==> src/rtl/leitor_jogada.sv <==
// leitor_jogada: scans an 8x8 occupancy sensor one row at a time and debounces
// each full-board image. It reports a single placed piece as a row/column
// pulse, and flags images in which more than one square changed.
module leitor_jogada #(
  parameter int SCAN_DIV  = 4,  // cycles each row is driven before sampling
  parameter int DEB_SCANS = 3   // identical scans needed to accept an image
) (
  input  logic       clock,
  input  logic       reset,
  input  logic       habilitar,
  input  logic [7:0] colunasSensor,
  output logic [7:0] linhaVarredura,
  output logic [2:0] jogadaFileira,
  output logic [2:0] jogadaColuna,
  output logic       temJogada,
  output logic       erroMultiplo,
  output logic [2:0] db_estado
);

  localparam int DW = $clog2(SCAN_DIV);
  localparam int CW = $clog2(DEB_SCANS + 1);

  typedef enum logic [2:0] {
    INICIAL = 3'd0,
    VARRE   = 3'd1,
    COMPARA = 3'd2,
    EMITE   = 3'd3,
    ERRO    = 3'd4
  } estado_t;

  estado_t state_q, state_d;

  logic [DW-1:0] dwell_q;
  logic [2:0]    row_q;
  logic [63:0]   scan_q;   // image being assembled, row by row
  logic [63:0]   prev_q;   // image from the previous full scan
  logic [63:0]   acc_q;    // last accepted (debounced) image
  logic [63:0]   ref_q;    // board as last reported/absorbed
  logic [CW-1:0] stab_q, stab_d;
  logic          pend_q;   // accepted image waiting to be compared
  logic          first_q;  // next comparison only loads the reference
  logic [2:0]    fil_q, col_q;

  logic          row_end, scan_end, same, accept;
  logic [63:0]   new_img, diff, place;
  logic          diff_zero, diff_single;
  logic [5:0]    idx;

  assign row_end  = (dwell_q == DW'(SCAN_DIV - 1));
  assign scan_end = row_end && (row_q == 3'd7);
  // Row 7 is still on the sensor lines when the scan completes.
  assign new_img  = {colunasSensor, scan_q[55:0]};
  assign same     = (new_img == prev_q);

  // Stable counter: restart at 1 on a change, saturate at DEB_SCANS otherwise.
  always_comb begin
    stab_d = stab_q;
    if (!same)                          stab_d = CW'(1);
    else if (stab_q != CW'(DEB_SCANS))  stab_d = stab_q + CW'(1);
  end

  // Accept only on the scan where the count first reaches the threshold.
  assign accept = scan_end && (stab_d == CW'(DEB_SCANS)) &&
                  !(same && (stab_q == CW'(DEB_SCANS)));

  // Row drive, dwell counter and image assembly; runs in every FSM state.
  always_ff @(posedge clock or negedge reset) begin
    if (!reset) begin
      dwell_q <= '0;
      row_q   <= '0;
      scan_q  <= '0;
    end else if (row_end) begin
      dwell_q             <= '0;
      row_q               <= row_q + 3'd1;
      scan_q[row_q*8 +: 8] <= colunasSensor;
    end else begin
      dwell_q <= dwell_q + DW'(1);
    end
  end

  assign linhaVarredura = 8'b1 << row_q;

  // End-of-scan debounce and hand-off of accepted images to the FSM.
  always_ff @(posedge clock or negedge reset) begin
    if (!reset) begin
      prev_q <= '0;
      stab_q <= '0;
      acc_q  <= '0;
      pend_q <= 1'b0;
    end else begin
      if (scan_end) begin
        prev_q <= new_img;
        stab_q <= stab_d;
      end
      if (accept) begin
        acc_q  <= new_img;
        pend_q <= 1'b1;
      end else if (state_q == VARRE && pend_q) begin
        pend_q <= 1'b0;
      end
    end
  end

  // Classify the change between accepted image and reference.
  assign diff        = acc_q ^ ref_q;
  assign place       = diff & acc_q;
  assign diff_zero   = (diff == '0);
  assign diff_single = !diff_zero && ((diff & (diff - 64'd1)) == '0);

  // Position of the single placed square (only meaningful when one bit is set).
  always_comb begin
    idx = '0;
    for (int i = 0; i < 64; i++)
      if (place[i]) idx = 6'(i);
  end

  // State register.
  always_ff @(posedge clock or negedge reset) begin
    if (!reset) state_q <= INICIAL;
    else        state_q <= state_d;
  end

  // Next-state logic; EMITE and ERRO last exactly one cycle.
  always_comb begin
    state_d = state_q;
    case (state_q)
      INICIAL: state_d = VARRE;
      VARRE:   if (pend_q) state_d = COMPARA;
      COMPARA: begin
        state_d = VARRE;
        if (!first_q && !diff_zero) begin
          if (!diff_single)               state_d = ERRO;
          else if (place != '0 && habilitar) state_d = EMITE;
        end
      end
      EMITE:   state_d = VARRE;
      ERRO:    state_d = VARRE;
      default: state_d = VARRE;
    endcase
  end

  // Reference update and move-coordinate capture on leaving COMPARA.
  always_ff @(posedge clock or negedge reset) begin
    if (!reset) begin
      ref_q   <= '0;
      first_q <= 1'b1;
      fil_q   <= '0;
      col_q   <= '0;
    end else if (state_q == COMPARA) begin
      ref_q   <= acc_q;
      first_q <= 1'b0;
      if (state_d == EMITE) begin
        fil_q <= idx[5:3];
        col_q <= idx[2:0];
      end
    end
  end

  assign jogadaFileira = fil_q;
  assign jogadaColuna  = col_q;
  assign temJogada     = (state_q == EMITE);
  assign erroMultiplo  = (state_q == ERRO);
  assign db_estado     = state_q;

endmodule

==> config.mk <==
export PLATFORM = sky130hd
export DESIGN_NAME = leitor_jogada
export DESIGN_NICKNAME = d
export VERILOG_FILES = /design/src/rtl/leitor_jogada.sv
export SDC_FILE = /design/constraint.sdc
export NUM_CORES = 1
export LEC_CHECK = 0
export CORE_ASPECT_RATIO = 0.9
export CORE_MARGIN = 4
export CORE_UTILIZATION = 67
export CTS_CLUSTER_DIAMETER = 50
export DETAILED_ROUTE_END_ITERATION = 8
export PLACE_DENSITY = 0.9
export SLEW_MARGIN = 15
export SYNTH_ARGS = -nofsm -noshare
export SYNTH_HDL_FRONTEND = slang
export SYNTH_SLANG_ARGS = --single-unit
==> constraint.sdc <==
create_clock -name clock -period 4.1 [get_ports clock]
set_input_delay 0.615 -clock clock [delete_from_list [all_inputs] [get_ports clock]]
set_output_delay 0.615 -clock clock [all_outputs]
set_load 0.02 [all_outputs]
* Word level (Yosys, flattened, before mapping)
Cells that the tools add are included.
** Cells by class
- Shift operators :: 3
- Multiplexer cells :: 74
- Multipliers :: 0
- Reductions and logical operators :: 16
- $add $sub $neg :: 5
- $lt $le $gt $ge :: 0
- Div/mod/pow operators :: 0
- Equal/unequal tests :: 11
- Bitwise logic cells :: 3
** Operators by type and width (number)
- two-way mux 6 bit :: 62
- bitwise AND 64 bit :: 2
- logical NOT 64 bit :: 2
- bitwise mux 64 bit :: 1
- == test 64 bit :: 1
- nonzero test 64 bit :: 1
- variable shift 8 x 34 -> 64 bit (first input constant) :: 1
- variable part select 8 x 34 -> 64 bit :: 1
- subtractor 64 x 1 -> 64 bit (second input constant) :: 1
- bitwise XOR 64 bit :: 1
- negator 6 -> 34 bit :: 1
- == test 3 x 2 -> 1 bit (second input constant) :: 3
- two-way mux 3 bit :: 3
- logical AND 1 bit :: 8
- two-way mux 2 bit :: 4
- left shift 1 x 3 -> 8 bit (first input constant) :: 1
- == test 2 bit (second input constant) :: 3
- == test 3 bit (second input constant) :: 2
- one-hot mux 3 bit (2 select lines) :: 1
- adder 2 x 1 -> 2 bit (second input constant) :: 2
- adder 3 x 1 -> 3 bit (second input constant) :: 1
- == test 3 x 1 -> 1 bit (second input constant) :: 1
- logical NOT 1 bit :: 3
- two-way mux 1 bit :: 3
- other kinds (3) :: 3
** Storage, ports and cells
- Register bits after elaboration :: 274
- Memory bits (read-only) :: 0
- Memories :: 0
- Word-level logic and storage cells :: 124
- Output and inout port bits :: 19
- Bits in writable memories :: 0
- Bits of input ports :: 11
- Latch bits :: 0

* Longest topological paths before layout
Gate-level depths: netlist of the first run.
- Word-level depth :: 65
- Depth in mapped cells :: 12
- Depth with buffers taken out :: 10

* Worst setup path before layout of the first run
OpenSTA, ideal clock, no wires.
- Path kind :: reg-to-reg
- From :: reg acc_q[24]
- To :: reg col_q[1], in the netlist jogadaColuna[1]
- Setup slack :: 1.321 ns
- Library setup time :: 0.125 ns
- Path buffers :: 1
- Arrival :: 2.654 ns
- Data required time :: 3.975 ns
- Clock period less this slack :: 2.779 ns
- Cell stages (with the launch flop) :: 11
- Cell sequence :: dfrtp_1 > ha_1 > nand4_2 > nor4_4 > nand4_4 > a2111oi_4 > o2bb2ai_1 > nor3_1 > and4b_1 > buf_6 > mux2_4
** Between the ends
- Cells in the longest elaborated chain, start to end :: 42
- Elaborated cells between the ends (all ways) :: 57
- Classes of those cells :: 1 x add/sub; 1 x eq/ne; 44 x mux; 3 x bitwise; 8 x reduce/logical
** Ends and longest elaborated chain
- start, declared :: line 37 : logic [63:0] acc_q;
- start signal, assigned :: line 96 : acc_q <= new_img;
- bitwise XOR 64 bit :: line 105 : assign diff = acc_q ^ ref_q;
- bitwise AND 64 bit :: line 106 : assign place = diff & acc_q;
- two-way mux 6 bit (40 in a row) :: line 114 : if (place[i]) idx = 6'(i);
- end signal, assigned :: line 154 : col_q <= idx[2:0];
- end, declared :: line 42 : logic [2:0] fil_q, col_q;
Several ways; a longest one is shown, not always the timed one.
A chain may end at the register's enable or synchronous reset.

* Worst setup path in the final report of the first run
- From :: reg acc_q[10]
- To :: reg fil_q[2], in the netlist jogadaFileira[2]
** Between the ends
- Cells in the longest elaborated chain, start to end :: 56
- Elaborated cells between the ends (all ways) :: 71
- Classes of those cells :: 1 x add/sub; 1 x eq/ne; 58 x mux; 3 x bitwise; 8 x reduce/logical
** Ends and longest elaborated chain
- bitwise XOR 64 bit :: line 105
- bitwise AND 64 bit :: line 106
- two-way mux 6 bit (54 in a row) :: line 114
- end signal, assigned :: line 153 : fil_q <= idx[5:3];
- end, declared :: line 42
Several ways; a longest one is shown, not always the timed one.

==> results by group, run 1 <==
Detailed routing
  • DRC viols: 0
  • Routed WL: around 38 mm
  • Via count: 10.32k
  • Detailed-route wire length per cell: ~24 µm
  • DR pass1 iterations: 8
  • Vias per cell: ~6.6
  • DR iter-0 viols: around 1.1k
  • ANT nets after route: 0

Global routing
  • Largest net degree at the start of global routing: between 100 and 150
  • First-pass GRT wire length: about 60 mm
  • Total GRT Usage: 0.3484
  • Initial antenna violation count: 0
  • GR Overflow Total: 0
  • Vias in the first global route: 10.42k

Finish
  • Nets: 1373
  • Final Non-Filler Cells: ~1.6k
  • # fillers: approximately 1.1k
  • Area growth syn-to-layout: 11.86%
  • Share of cells above drive strength 1: 0.1817
  • FF+latch area: roughly 6700 µm²
  • # diodes: 0
  • Design Area, Final: ~15000 µm²
  • Multi-input logic area: just over 6000 µm²

Place
  • IO buf count: 29
  • Area of placed instances: about 14000 µm²
  • Placed Cells: 1509
  • RePlAce Congestion: between 1 and 1.5
  • HPWL after DPL: between 20 and 30 mm

Synth
  • Synthesized flop and latch total: about 270
  • Yosys warns: 0
  • Sequential element share of the synthesized area: 0.4946
  • Most numerous cell in the Yosys netlist: dfrtp_1
  • Synth area leader: dfrtp_1
  • Asr flop ratio synth: 1.000
  • Net Count, Synth: 1346
  • Most frequent cells after synthesis: dfrtp_1, nand2_1, mux2_2, o21ai_0, inv_1
  • Top cell type's share of synthesized area: 0.4927
  • Syn Inst Count: ~1.3k
  • Avg Inst Size Synth: 10.67 µm²
  • Ranking of synthesized cells by area: dfrtp_1, mux2_2, ha_1
  • Post-synth EDFFs: 0
  • Synthesized area: 13460 µm²
  • Top FF cell, synth: dfrtp_1
  • Synth cell types: 67

Pwr
  • P_leak: roughly 0.0070 µW
  • Maximum VDD drop: 447.9 µV
  • Pwr/cell area: ~380 nW/µm²

CTS
  • Clk_lat worst skew: about 0.57 ns
  • Post_cts resized: 0
  • Clock buffer depth: 3
  • Post-CTS Setup Repair Bufs: 0
  • CTS tree: built
  • Worst-path clk slew: 0.07 ns
  • Hold buffers post-CTS: 0
  • CTS Buf Count: 28
  • Clock Sinks: approximately 270
  • CTS root buf: clkbuf_16
  • H-tree levels: 1

Critical path
  • Critical path cell sequence: ha_1, nand3_1, nor4_2, nand2_1, a211oi_1, nand4_1, nor4_1, and4b_1, mux2_4
  • Worst R2R End: jogadaFileira[2]
  • Buf/Inv on CP: 0
  • CP max stage delay: between 0.5 and 0.6 ns
  • CP Data Required Time: roughly 4.5 ns
  • R2R Path Start: acc_q[10]
  • Worst R2R Setup Slack: 0.56 ns
  • CP Capture Type: flop
  • Crit path max-delay family: simple AND/OR/NAND/NOR gates
  • Kind of critical path: reg -> reg
  • Critical path's slowest cell: nor4_2
  • Worst EP arrival: between 3 and 4 ns
  • Startpoint Class: flop
  • Worst reg2reg path depth: 9
  • Crit-path max FO: 7

Floorplanning
  • I/O pin cnt: 30
  • Starting density of the core: 0.6917
  • Core ar.: just under 20000 µm²
  • Chip width: 157.4 µm
  • Die area: about 22000 µm²
  • Die height: roughly 140 µm
  • Rows: 48

STA
  • Final clock period utilization by the worst path: 0.8638
  • Fmax: 282.4 MHz
  • Post-route setup TNS: 0 ns
  • Slew headroom: 0.2665
  • RSZ-0062 raised after global routing: no
  • Min cycle time layout: around 3.5 ns
  • Skew final: between 0.02 and 0.03 ns
  • Hold_ws: 0.002523 ns
  • Fin. Hold Viols: 0
  • Max Slew Vio Count: 0
  • Slew at the pin closest to its max-slew limit: between 1 and 1.5 ns
  • # setup viols final: 0

Hold path
  • Worst min path class: in -> async

Run status
  • Status: finished, final reports clean

Run
  • Max-cap viol count: 0
-- metal layers --
layer  track usage  vias up  routed length, µm  part of all wire
met5             0        -                  0                 0
met4        0.1467        0               2050             0.054
met3       0.07388      137               3497             0.092
met2        0.5460      565              17230              0.45
met1        0.4776     5138              15150              0.40
li1              -     4484                  -                 -
-- registers in the layout (all words and copies together) (netlist names) --
signal         flops
db_estado          3
acc_q             64
scan_q            56
dwell_q            2
row_q              3
prev_q            64
jogadaFileira      3
pend_q             1
ref_q             64
first_q            1
jogadaColuna       3
stab_q             2
-- worst reg2reg max path, cell delays in order, from the launching register on --
cell and delay [ns]:
dfrtp_1 0.44, ha_1 0.37, nand3_1 0.23, nor4_2 0.56
nand2_1 0.17, a211oi_1 0.32, nand4_1 0.14, nor4_1 0.34
and4b_1 0.50, mux2_4 0.34
-- layout by cell type (no fill, tap or decap), drive strengths merged, types with 4 or more instances in the layout --
| master | n |
|---|---|
| nor2 | 40 |
| and2 | 4 |
| a22oi | 4 |
| nand2 | 148 |
| nor4 | 36 |
| o21bai | 4 |
| a211oi | 4 |
| inv | 105 |
| nor3 | 15 |
| nor3b | 5 |
| nand3 | 24 |
| clkbuf | 35 |
| o22ai | 4 |
| o211ai | 8 |
| dfrtp | 265 |
| a21oi | 25 |
| bufinv | 5 |
| xnor2 | 64 |
| o21ai | 127 |
| a31oi | 5 |
| nand4 | 40 |
| nand3b | 9 |
| clkinv | 9 |
| buf | 16 |
| nor2b | 6 |
| mux2 | 149 |
| ha | 73 |
| clkdlybuf4s50 | 28 |
-- cell families (layout without fill, tap and decap cells) --
group | after synthesis | count (layout) | share of synthesized area
multiplexers | 150 | 150 | 0.1268
AO/OA/AOI/OAI | 211 | 211 | 0.09277
XOR/XNOR | 65 | 65 | 0.04229
flip-flops | 266 | 266 | 0.4946
buffers and inverters | 152 | 200 | 0.04415
adder cells (fa/ha/maj) | 74 | 74 | 0.06860
AND/OR/NAND/NOR | 344 | 344 | 0.1308
-- layout make-up --
class,count,share of cell area
sequential,266,0.4422
multi-input combinational,844,0.4132
clock buffer,35,0.05227
timing repair buffer,44,0.02875
inverter,105,0.02618
tap,250,0.02077
clock inverter,16,0.01662
-- how the worst max path moves through the flow --
stage               cells past startpoint  slack, ns               end              from
finish                                  9       0.56  jogadaFileira[2]         acc_q[10]
global route                            9       0.35  jogadaFileira[2]         acc_q[10]
CTS                                     9       0.60  jogadaFileira[2]          acc_q[5]
detailed placement                      8       0.26         acc_q[37]  colunasSensor[1]
global placement                        8       0.37          acc_q[4]  colunasSensor[1]
floorplan                              10       1.32   jogadaColuna[1]         acc_q[24]
-- where the power goes --
group / total (µW) / switching [µW] / internal (µW)
clock network: 2800 / 1120 / 1690
logic: 228 / 135 / 93.3
registers: 2760 / 77.9 / 2680
total: 5790 / 1330 / 4470
-- through the flow --
step	utilization	total power, µW	setup WS, ns
after global placement	0.7205	3004	0.3717
after CTS	0.7738	5800	0.5964
after global routing	0.7738	5936	0.3453
after floorplan	-	2890	1.321
final	0.7738	5794	0.5585
after detailed placement	0.7205	3022	0.2589
Power figures use the tool's default switching activity.
==> run 2, diff against run 1 <==
--- a/config.mk
+++ b/config.mk
@@ -5,6 +5,7 @@
 export SDC_FILE = /design/constraint.sdc
 export NUM_CORES = 1
 export LEC_CHECK = 0
+export ABC_CLOCK_PERIOD_IN_PS = 4100
 export CORE_ASPECT_RATIO = 0.9
 export CORE_MARGIN = 4
 export CORE_UTILIZATION = 67
==> results of run 2 <==
The final DEF is identical to that of run 1; final timing and power are the same.
